==> src/rtl/pc_fetch_stage.sv <==
// Program counter fetch stage: IDLE/RUN/HALTED control, stall/step gating,
// branch/jump redirect with flush, halt detection and an accepted-advance counter.
module pc_fetch_stage #(
  parameter int ADDR_LENGTH  = 11,
  parameter int COUNT_LENGTH = 16
) (
  input  logic                    i_clock,
  input  logic                    i_reset,
  input  logic                    i_start,
  input  logic                    i_step_mode,
  input  logic                    i_step,
  input  logic                    i_stall,
  input  logic                    i_branch_taken,
  input  logic [ADDR_LENGTH-1:0]  i_branch_target,
  input  logic                    i_jump,
  input  logic [ADDR_LENGTH-1:0]  i_jump_target,
  input  logic                    i_halt_detected,
  output logic [ADDR_LENGTH-1:0]  o_pc,
  output logic [ADDR_LENGTH-1:0]  o_pc_plus_one,
  output logic                    o_valid,
  output logic                    o_flush,
  output logic                    o_halted,
  output logic [COUNT_LENGTH-1:0] o_advance_count
);

  typedef enum logic [1:0] {
    IDLE   = 2'd0,
    RUN    = 2'd1,
    HALTED = 2'd2
  } state_t;

  localparam logic [ADDR_LENGTH-1:0]  PC_ONE  = {{(ADDR_LENGTH-1){1'b0}}, 1'b1};
  localparam logic [COUNT_LENGTH-1:0] CNT_ONE = {{(COUNT_LENGTH-1){1'b0}}, 1'b1};

  state_t                  state_q, state_d;
  logic [ADDR_LENGTH-1:0]  pc_q, pc_d;
  logic [COUNT_LENGTH-1:0] count_q, count_d;

  logic                    adv;
  logic                    redirect;
  logic                    halt_event;
  logic [ADDR_LENGTH-1:0]  pc_inc;

  always_ff @(posedge i_clock or negedge i_reset) begin
    if (!i_reset) begin
      state_q <= IDLE;
      pc_q    <= '0;
      count_q <= '0;
    end else begin
      state_q <= state_d;
      pc_q    <= pc_d;
      count_q <= count_d;
    end
  end

  always_comb begin
    pc_inc     = pc_q + PC_ONE;
    adv        = (state_q == RUN) && !i_stall && (!i_step_mode || i_step);
    redirect   = i_branch_taken || i_jump;
    // A redirect in the same cycle wins over a HALT at the current PC.
    halt_event = adv && i_halt_detected && !redirect;

    state_d = state_q;
    pc_d    = pc_q;
    count_d = count_q;

    unique case (state_q)
      IDLE: begin
        if (i_start) begin
          state_d = RUN;
        end
      end
      RUN: begin
        if (halt_event) begin
          state_d = HALTED;
        end else if (adv) begin
          count_d = count_q + CNT_ONE;
          if (i_branch_taken) begin
            pc_d = i_branch_target;
          end else if (i_jump) begin
            pc_d = i_jump_target;
          end else begin
            pc_d = pc_inc;
          end
        end
      end
      HALTED: begin
        state_d = HALTED;
      end
      default: begin
        state_d = IDLE;
      end
    endcase
  end

  always_comb begin
    o_pc            = pc_q;
    o_pc_plus_one   = pc_inc;
    o_valid         = (state_q == RUN) && !i_stall;
    o_flush         = adv && redirect;
    o_halted        = (state_q == HALTED);
    o_advance_count = count_q;
  end

endmodule

==> config.mk <==
export PLATFORM = sky130hd
export DESIGN_NAME = pc_fetch_stage
export DESIGN_NICKNAME = d
export VERILOG_FILES = /design/src/rtl/pc_fetch_stage.sv
export SDC_FILE = /design/constraint.sdc
export NUM_CORES = 1
export LEC_CHECK = 0
export ABC_AREA = 1
export BUFFER_PORTS_ARGS = -buffer_cell sky130_fd_sc_hd__clkbuf_2
export CELL_PAD_IN_SITES_DETAIL_PLACEMENT = 1
export CELL_PAD_IN_SITES_GLOBAL_PLACEMENT = 2
export CORE_MARGIN = 10
export CORE_UTILIZATION = 26
export CTS_CLUSTER_SIZE = 28
export DETAILED_ROUTE_END_ITERATION = 8
export GPL_TIMING_DRIVEN = 1
export PLACE_DENSITY_LB_ADDON = 0.1
export SETUP_SLACK_MARGIN = 0.02
export SYNTH_ARGS = -nofsm -noshare
export SYNTH_HDL_FRONTEND = slang
export SYNTH_SLANG_ARGS = --single-unit
export TNS_END_PERCENT = 100
==> constraint.sdc <==
create_clock -name i_clock -period 1.8 [get_ports i_clock]
set_input_delay 0.36 -clock i_clock [delete_from_list [all_inputs] [get_ports i_clock]]
set_output_delay 0.36 -clock i_clock [all_outputs]
set_load 0.1 [all_outputs]
==> results.md, run 1 <==
| Parameter | This run |
| --- | --- |
| Status | finished, violations left |
| Violated checks | negative setup slack |
| CTS clk-pin slew, worst paths | 0.07 ns |
| Portion of synthesized cell area occupied by the leading cell type | 37.86% |
| Instance area at placement | 2835 sq um |
| Critical Path Sink Type | output port |
| Insertion delay to the later sink of the worst-skew pair | 0.27 ns |
| HPWL Detailed | 5297 um |
| Row cnt | 31 |
| Wire length of the first global-routing pass | 11340 um |
| Number of vias per cell after detailed routing | 4.337 |
| Slack of the worst reg-to-reg path | 0.15 ns |
| Number of flip-flops and latches in the synthesized netlist | 29 |
| Cell types occupying the most area after synthesis | dfrtp_1 38%, nand2_1 14%, nor2_1 7.6% |
| Max-Cap Viols | 0 |
| Slowest library cell on the worst path | dfrtp_4 |
| Vias | 1982 |
| TritonCTS clock tree | done |
| Buffers plus inverters on the worst setup path | 2 |
| RSZ-0062 raised after global routing | yes |
| GRT overflow | 0 |
| Total track usage | 12.30% |
| Vias in the first global route | 2217 |
| Proportion of register bits with asynchronous set or reset after synthesis | 100.0% |
| Hold buffer count at CTS | 0 |
| Met2 layer usage reported by global route | 22.48% |
| Maximum count of clock buffers along a single path | 2 |
| Multi-input combinational cell area | 1200 sq um |
| Most frequent cell after synthesis | nand2_1 |
| Longest individual stage delay on the worst path | 0.45 ns |
| Critical Path RT | 1.44 ns |
| Number of antenna violations at the first check in global routing | 0 |
| Final slew viol count | 0 |
| Netlist area before placement | 1917 sq um |
| Primary FF master, synth | dfrtp_1 |
| Synth top cells by count | 74 x nand2_1, 39 x nor2_1, 29 x dfrtp_1, 24 x inv_1, 16 x a21oi_1 |
| Avg Synthesized Cell Area | 7.430 sq um |
| Unique cell type count in the Yosys netlist | 24 |
| Peak-usage layer in the global routing report | met2 |
| Nets in the synthesized netlist | 294 |
| Fill count | 908 |
| Clock Sink Count | 29 |
| M1 GR Usage | 13.76% |
| Clock Tree Root | clkbuf_8 |
| Number of synthesized flops with an enable pin | 0 |
| Max-slew headroom | 62.70% |
| Critical path class | register to output port |
| Worst min-delay path class | primary input to async pin |
| DRC | 0 |
| Tmin final | 1.938 ns |
| Capture instance of the worst register-to-register path | o_advance_count[9]$_DFFE_PN0P_ |
| Share of synthesized area occupied by flip-flops and latches | 37.86% |
| Number of detailed-route iterations in the first pass | 4 |
| List of cells traversed by the critical path | ha_4, nand2_4, nor2_4, buf_6, xor2_4, buf_12 |
| Achievable Freq | 516.0 MHz |
| Wire length reported by the detailed router | 6822 um |
| Detailed router's first-iteration violation count | 27 |
| P&R area growth vs syn | 63.12% |
| CP delay by family, top | flip-flops |
| Share of layout cells above drive strength 1 | 46.65% |
| Final number of setup-violating endpoints | 8 |
| Library cell occupying the most area in the post-synthesis netlist | dfrtp_1 |
| Worst Clk Skew | 0.003947 ns |
| NumNets Final | 393 |
| Warning count from the yosys run | 0 |
| Height of the die | 105.9 um |
| Placeable Area | 7214 sq um |
| Horiz. Die Dim | 105.9 um |
| Initial Util | 26.57% |
| Final weighted congestion in routability-driven placement | 0.7526 |
| Data arrival time of the worst path | 1.58 ns |
| Part of the cycle the worst path needs | 107.7% |
| # H-tree levels | 2 |
| Largest net degree at the start of global routing | 30 |
| Synthesized instance count | 258 |
| Antenna cell count | 0 |
| Worst-Margin Slew | 0.5619 ns |
| Final Hold Vio Count | 0 |
| Category of the worst setup path launch point | register |
| Met3 track demand over resource in global routing | 3.532% |
| Critical path startpoint | o_pc[1]$_DFFE_PN0P_ |
| Logic depth of the worst register-to-register path | 12 |
| Clock buffers created by TritonCTS | 5 |
| Final instance area | 3127 sq um |
| Total die area | 11210 sq um |
| Buffers on Ports | 71 |
| Sequential standard cell area | 770.7 sq um |
| Launch point of the worst reg-to-reg path | state_q[1]$_DFFE_PN0P_ |
| Critical path capture point | o_pc_plus_one[6] |
| Total number of cells along the worst setup path | 6 |
| Maximum fanout along the worst path | 4 |
| Total I/O pin count | 72 |
| Routed len/inst | 14.93 um |
| Fin worst setup slack | -0.1381 ns |
| Antenna Nets Post-Route | 0 |
-- registers in the layout, summed over array words and instances (netlist names) --
name,cells
o_pc,11
o_advance_count,16
state_q,2
-- through the flow --
| stage | worst slack (ns) | utilization [%] | std cells | hold WS, ns | setup TNS, ns |
|---|---|---|---|---|---|
| after detailed placement | 0.04611 | 39.30 | 431 | 0.4073 | 0 |
| after floorplan | -0.3596 | - | 258 | 0.06441 | -2.847 |
| after global placement | 0.06356 | 39.30 | 431 | 0.4052 | 0 |
| after global routing | -0.2143 | 43.34 | 457 | 0.1336 | -1.457 |
| after CTS | -0.1865 | 42.35 | 451 | 0.1021 | -1.171 |
| final | -0.1381 | 43.34 | 457 | 0.08634 | -0.8298 |
-- routing by layer --
metal,part of all wire [%],up-vias
met3,4.9,2
met4,0.47,0
met2,53,36
met1,42,933
met5,0,-
li1,-,1011
-- worst min-delay path by stage --
stage | startpoint | end | slack [ns]
2_1_floorplan | i_reset | o_advance_count[10]$_DFFE_PN0P_ | 0.06
3_3_place_gp | i_reset | o_pc[10]$_DFFE_PN0P_ | 0.41
3_5_place_dp | i_reset | o_pc[10]$_DFFE_PN0P_ | 0.41
4_1_cts | i_reset | o_pc[10]$_DFFE_PN0P_ | 0.10
5_1_grt | i_reset | o_pc[10]$_DFFE_PN0P_ | 0.13
6_report | i_reset | o_pc[10]$_DFFE_PN0P_ | 0.09
-- layout by cell type, fill, tap and decap left out --
cell type	count
a21oi_1	15
a21oi_2	1
buf_12	17
buf_4	25
buf_6	4
clkbuf_1	2
clkbuf_2	54
clkbuf_8	6
clkinvlp_4	1
dfrtp_1	9
dfrtp_2	12
dfrtp_4	8
ha_1	3
ha_4	2
inv_1	19
inv_2	2
inv_4	2
nand2_1	61
nand2_2	10
nand2_4	4
nand3_1	12
nand3_2	2
nand3_4	1
nand3b_1	3
nand4_1	3
nor2_1	35
nor2_2	2
nor2_4	8
nor3_1	4
nor3_2	1
o211ai_1	4
o21ai_0	8
o21ai_2	1
o22ai_1	1
xnor2_1	4
xnor2_4	1
xor2_1	8
xor2_2	1
xor2_4	2
-- cell type report --
cell class	instances	share of cell area, %
inverter	24	3.161
timing repair buffer	100	26.97
sequential	29	24.65
clock buffer	8	2.881
tap	99	3.962
multi-input combinational	197	38.38
-- what timing repair did --
action | 4_1_cts | 5_1_grt
pin swaps | 7 | 8
endpoints found under the setup margin | 9 | 15
buffers inserted | 12 | 6
gates resized for setup | 4 | 10
-- cells by family (layout without fill, tap and decap cells) --
logic type | count (synthesis) | in the layout | share of synthesized area (%)
AOI/OAI and AO/OA | 30 | 30 | 8.421
xor gates and xnor gates | 16 | 16 | 8.094
adders and majority gates | 5 | 5 | 3.264
buffers and inverters | 32 | 132 | 8.485
DFF | 29 | 29 | 37.86
and+or+nand+nor | 146 | 146 | 33.88
Power of run 1 is left out: the tool's default activity adds up to more than one toggle a clock period on the data nets, which glitch-free logic cannot reach.
==> run 2: changes to the inputs <==
- BUFFER_PORTS_ARGS: -buffer_cell sky130_fd_sc_hd__clkbuf_2 -> -buffer_cell sky130_fd_sc_hd__buf_2
==> results.md, run 2 (synthesized netlist as in run 1, its figures left out) <==
| Parameter | This run | Change |
| --- | --- | --- |
| Launch point of the worst reg-to-reg path | state_q[1]$_DFFE_PN0P_ | unchanged |
| P&R area growth vs syn | 59.07% | was 63.12% |
| Final Hold Vio Count | 0 | unchanged |
| Commonest cells after routing, fill and taps aside | 59 x nand2_1, 57 x buf_2, 36 x nor2_1 | was 61 x nand2_1, 54 x clkbuf_2, 35 x nor2_1 |
| Share of layout cells above drive strength 1 | 46.59% | was 46.65% |
| Number of vias per cell after detailed routing | 4.410 | was 4.337 |
| Worst Hold Slack | 0.1230 ns | was 0.08634 ns |
| Fin worst setup slack | -0.1627 ns | was -0.1381 ns |
| Wire length reported by the detailed router | 6613 um | was 6822 um |
| Max-Cap Viols | 0 | unchanged |
| Achievable Freq | 509.5 MHz | was 516.0 MHz |
| Buffers plus inverters on the worst setup path | 2 | unchanged |
| Buffers on Ports | 71 | unchanged |
| Sequential standard cell area | 770.7 sq um | unchanged |
| Worst-Margin Slew | 0.6981 ns | was 0.5619 ns |
| Multi-input combinational cell area | 1207 sq um | was 1200 sq um |
| Instance area at placement | 2785 sq um | was 2835 sq um |
| Total I/O pin count | 72 | unchanged |
| Final number of setup-violating endpoints | 9 | was 8 |
| Placeable Area | 7214 sq um | unchanged |
| DRC | 0 | unchanged |
| Number of antenna violations at the first check in global routing | 0 | unchanged |
| Detailed router's first-iteration violation count | 42 | was 27 |
| Final slew viol count | 0 | unchanged |
| Routed len/inst | 14.66 um | was 14.93 um |
| Logic depth of the worst register-to-register path | 12 | unchanged |
| Vias in the first global route | 2245 | was 2217 |
| Number of detailed-route iterations in the first pass | 4 | unchanged |
| TritonCTS clock tree | done | unchanged |
| Largest register FFs | 16 | unchanged |
| CP delay by family, top | flip-flops | unchanged |
| Critical path class | register to output port | unchanged |
| Antenna Nets Post-Route | 0 | unchanged |
| Initial Util | 26.57% | unchanged |
| Category of the worst setup path launch point | register | unchanged |
| Vias | 1989 | was 1982 |
| Worst Clk Skew | 0.008220 ns | was 0.003947 ns |
| Clock Sink Count | 29 | unchanged |
| Status | finished, violations left | unchanged |
| Maximum count of clock buffers along a single path | 2 | unchanged |
| Part of the cycle the worst path needs | 109.0% | was 107.7% |
| Critical Path Sink Type | output port | unchanged |
| Data arrival time of the worst path | 1.60 ns | was 1.58 ns |
| Clock Tree Root | clkbuf_8 | unchanged |
| Antenna cell count | 0 | unchanged |
| GRT overflow | 0 | unchanged |
| # H-tree levels | 2 | unchanged |
| Slowest library cell on the worst path | dfrtp_4 | unchanged |
| Hold buffer count at CTS | 0 | unchanged |
| Maximum fanout along the worst path | 4 | unchanged |
| Insertion delay to the later sink of the worst-skew pair | 0.28 ns | was 0.27 ns |
| Violated checks | negative setup slack | unchanged |
| Total die area | 11210 sq um | unchanged |
| Max-slew headroom | 53.46% | was 62.70% |
| Worst min-delay path class | primary input to async pin | unchanged |
| Horiz. Die Dim | 105.9 um | unchanged |
| Tmin final | 1.963 ns | was 1.938 ns |
| Critical Path RT | 1.44 ns | about the same |
| Total track usage | 12.34% | was 12.30% |
| Fill count | 899 | was 908 |
| Longest individual stage delay on the worst path | 0.51 ns | was 0.45 ns |
| Slack of the worst reg-to-reg path | 0.16 ns | was 0.15 ns |
| Height of the die | 105.9 um | unchanged |
| Capture instance of the worst register-to-register path | o_advance_count[9]$_DFFE_PN0P_ | unchanged |
| Leading cell type in the layout, fill and taps excluded | nand2_1 | unchanged |
| Final weighted congestion in routability-driven placement | 0.7605 | was 0.7526 |
| List of cells traversed by the critical path | ha_4, nand2_4, nor2_4, buf_6, xor2_4, buf_12 | unchanged |
| CTS clk-pin slew, worst paths | 0.07 ns | about the same |
| HPWL Detailed | 5149 um | was 5297 um |
| Row cnt | 31 | unchanged |
| Largest net degree at the start of global routing | 30 | unchanged |
| Final instance area | 3049 sq um | was 3127 sq um |
| RSZ-0062 raised after global routing | yes | unchanged |
| Wire length of the first global-routing pass | 11230 um | was 11340 um |
| NumNets Final | 388 | was 393 |
| Clock buffers created by TritonCTS | 5 | unchanged |
==> run 2: changes by cell type in the layout (fill, tap and decap cells not counted), sizes merged <==
cell,delta
clkbuf,-54
buf,+48
==> run 2: stage by stage <==
step	setup WS [ns]	instances	utilization (%)	setup TNS (ns)
after floorplan	-0.3596	258	-	-2.847
after global placement	0.06645	429	38.61	0
after detailed placement	0.04440	429	38.61	0
after CTS	-0.2025	446	41.26	-1.252
after global routing	-0.2282	451	42.27	-1.542
final	-0.1627	451	42.27	-0.9098
==> run 2: what timing repair did <==
item	in CTS	in global routing
pin swaps	13	9
resized for setup	8	9
endpoints found under the setup margin	9	17
buffers inserted	10	5
==> run 2: worst max path at each step <==
stage	slack, ns	start	end	cells after the start
2_1_floorplan	-0.36	state_q[1]$_DFFE_PN0P_	o_flush	6
3_3_place_gp	0.07	o_pc[0]$_DFFE_PN0P_	o_pc_plus_one[10]	8
3_5_place_dp	0.04	o_pc[0]$_DFFE_PN0P_	o_pc_plus_one[10]	8
4_1_cts	-0.20	o_pc[1]$_DFFE_PN0P_	o_pc_plus_one[7]	6
5_1_grt	-0.23	o_pc[0]$_DFFE_PN0P_	o_pc_plus_one[6]	6
6_report	-0.16	o_pc[0]$_DFFE_PN0P_	o_pc_plus_one[6]	6
==> run 2: cell type report <==
class                   instances  area share [%]
multi-input cells             197           39.60
flip-flops and latches         29           25.28
repair buffers                 95           25.07
well taps                      99           4.062
inverters                      24           3.160
clock buffers                   7           2.831
==> run 2: metal layers <==
| metal | vias to the layer above | track usage (%) | wire length [um] |
|---|---|---|---|
| met4 | 0 | 4.062 | 85 |
| met5 | - | 0 | 0 |
| met2 | 37 | 22.79 | 3495 |
| met3 | 7 | 3.471 | 332 |
| li1 | 997 | - | - |
| met1 | 948 | 13.14 | 2700 |
Power of run 2 is left out for the same reason.
==> run 3: changes to the inputs <==
- BUFFER_PORTS_ARGS: -buffer_cell sky130_fd_sc_hd__buf_2 -> -buffer_cell sky130_fd_sc_hd__buf_4
==> results.md, run 3 (synthesized netlist as in run 1, its figures left out) <==
| Parameter | This run | Change |
| --- | --- | --- |
| Status | finished, violations left | unchanged |
| Violated checks | negative setup slack | unchanged |
| Leading cell type in the layout, fill and taps excluded | buf_4 | was nand2_1 |
| Horiz. Die Dim | 105.9 um | unchanged |
| Number of antenna violations at the first check in global routing | 0 | unchanged |
| Worst Clk Skew | 0.004736 ns | was 0.008220 ns |
| Detailed router's first-iteration violation count | 51 | was 42 |
| Buffers on Ports | 71 | unchanged |
| Final slew viol count | 0 | unchanged |
| Critical path class | register to output port | unchanged |
| Critical Path RT | 1.44 ns | about the same |
| Hold buffer count at CTS | 0 | unchanged |
| Total I/O pin count | 72 | unchanged |
| GRT overflow | 0 | unchanged |
| Tmin final | 1.972 ns | was 1.963 ns |
| Worst Hold Slack | 0.008589 ns | was 0.1230 ns |
| Share of layout cells above drive strength 1 | 46.33% | was 46.59% |
| Capture instance of the worst register-to-register path | o_pc[6]$_DFFE_PN0P_ | was o_advance_count[9]$_DFFE_PN0P_ |
| Clock Tree Root | clkbuf_8 | unchanged |
| Commonest cells after routing, fill and taps aside | 81 x buf_4, 62 x nand2_1, 36 x nor2_1 | was 59 x nand2_1, 57 x buf_2, 36 x nor2_1 |
| Clock buffers created by TritonCTS | 5 | unchanged |
| Total track usage | 12.47% | was 12.34% |
| Wire length of the first global-routing pass | 11420 um | was 11230 um |
| Critical Path Sink Type | output port | unchanged |
| Finished Core Util | 44.19% | was 42.27% |
| Worst min-delay path class | primary input to async pin | unchanged |
| # H-tree levels | 2 | unchanged |
| Largest net degree at the start of global routing | 30 | unchanged |
| Number of detailed-route iterations in the first pass | 4 | unchanged |
| Critical path startpoint | o_pc[0]$_DFFE_PN0P_ | unchanged |
| Met2 layer usage reported by global route | 22.61% | was 22.79% |
| Fill count | 871 | was 899 |
| Final number of setup-violating endpoints | 6 | was 9 |
| Max-slew headroom | 73.23% | was 53.46% |
| Maximum count of clock buffers along a single path | 2 | unchanged |
| Final weighted congestion in routability-driven placement | 0.7411 | was 0.7605 |
| Final Hold Vio Count | 0 | unchanged |
| Antenna Nets Post-Route | 0 | unchanged |
| Total die area | 11210 sq um | unchanged |
| Height of the die | 105.9 um | unchanged |
| NumNets Final | 389 | was 388 |
| DRC | 0 | unchanged |
| Vias in the first global route | 2263 | was 2245 |
| RSZ-0062 raised after global routing | yes | unchanged |
| Multi-input combinational cell area | 1206 sq um | was 1207 sq um |
| Final instance area | 3188 sq um | was 3049 sq um |
| M1 GR Usage | 13.88% | was 13.14% |
| HPWL Detailed | 5266 um | was 5149 um |
| Category of the worst setup path launch point | register | unchanged |
| Clock Sink Count | 29 | unchanged |
| Row cnt | 31 | unchanged |
| Slack of the worst reg-to-reg path | 0.22 ns | was 0.16 ns |
| Worst-Margin Slew | 0.4015 ns | was 0.6981 ns |
| Fin worst setup slack | -0.1723 ns | was -0.1627 ns |
| Data arrival time of the worst path | 1.61 ns | was 1.60 ns |
| Met3 track demand over resource in global routing | 3.837% | was 3.471% |
| Routed len/inst | 15.08 um | was 14.66 um |
| Initial Util | 26.57% | unchanged |
| Placeable Area | 7214 sq um | unchanged |
| Number of vias per cell after detailed routing | 4.497 | was 4.410 |
| TritonCTS clock tree | done | unchanged |
| Logic depth of the worst register-to-register path | 10 | was 12 |
| Max-Cap Viols | 0 | unchanged |
| Peak-usage layer in the global routing report | met2 | unchanged |
| Part of the cycle the worst path needs | 109.6% | was 109.0% |
| Achievable Freq | 507.0 MHz | was 509.5 MHz |
| Instance area at placement | 2818 sq um | was 2785 sq um |
| Sequential standard cell area | 772.0 sq um | was 770.7 sq um |
| Wire length reported by the detailed router | 6832 um | was 6613 um |
| Antenna cell count | 0 | unchanged |
| CTS clk-pin slew, worst paths | 0.07 ns | about the same |
| Vias | 2037 | was 1989 |
| Largest register FFs | 16 | unchanged |
| P&R area growth vs syn | 66.32% | was 59.07% |
| Launch point of the worst reg-to-reg path | o_pc[0]$_DFFE_PN0P_ | was state_q[1]$_DFFE_PN0P_ |
| Insertion delay to the later sink of the worst-skew pair | 0.28 ns | about the same |
| Maximum fanout along the worst path | 5 | was 4 |
==> run 3: changes by cell type in the layout (fill, tap and decap cells not counted), moves of 3 or more <==
| cell | previous run | this run |
|---|---|---|
| nand2_2 | 12 | 9 |
| buf_4 | 18 | 81 |
| buf_6 | 5 | 2 |
| nand2_1 | 59 | 62 |
| buf_2 | 57 | 0 |
==> run 3: what timing repair did <==
item                                    4_1_cts  5_1_grt
endpoints found under the setup margin       10        9
pin swaps                                    15        9
resized for setup                            31        4
buffers inserted                             10        4
==> run 3: stage by stage <==
step	std cells	setup slack (ns)	TNS [ns]
after global placement	432	0.02133	0
final	453	-0.1723	-0.6804
after CTS	449	-0.2194	-1.163
after detailed placement	432	0.0007471	0
after floorplan	258	-0.3596	-2.847
after global routing	453	-0.2553	-1.297
==> run 3: cell type report <==
class	count	area share, %
Sequential cell	29	24.22
Clock buffer	7	3.022
Clock inverter	1	0.1570
Timing Repair Buffer	96	27.94
Inverter	24	2.943
Tap cell	99	3.885
Multi-Input combinational cell	197	37.83
==> run 3: worst max-delay path by stage <==
stage	end	slack [ns]
finish	o_pc_plus_one[6]	-0.17
global route	o_pc_plus_one[6]	-0.26
CTS	o_pc_plus_one[6]	-0.22
detailed placement	o_pc_plus_one[10]	0.0007
global placement	o_pc_plus_one[10]	0.02
floorplan	o_flush	-0.36
==> run 3: worst max-delay path, cell delays in order, from the launching register on <==
cell	delay [ns]
dfrtp_4	0.45
ha_4	0.16
nand2_4	0.06
nor2_4	0.18
buf_12	0.14
xor2_4	0.16
buf_12	0.19
==> run 3: layer usage <==
metal | part of all wire (%) | routed length, um | vias to the layer above
li1 | - | - | 1005
met1 | 41 | 2800 | 987
met2 | 53 | 3612 | 40
met3 | 5.2 | 358 | 5
met4 | 0.89 | 61 | 0
met5 | 0 | 0 | -
Power of run 3 is left out for the same reason.
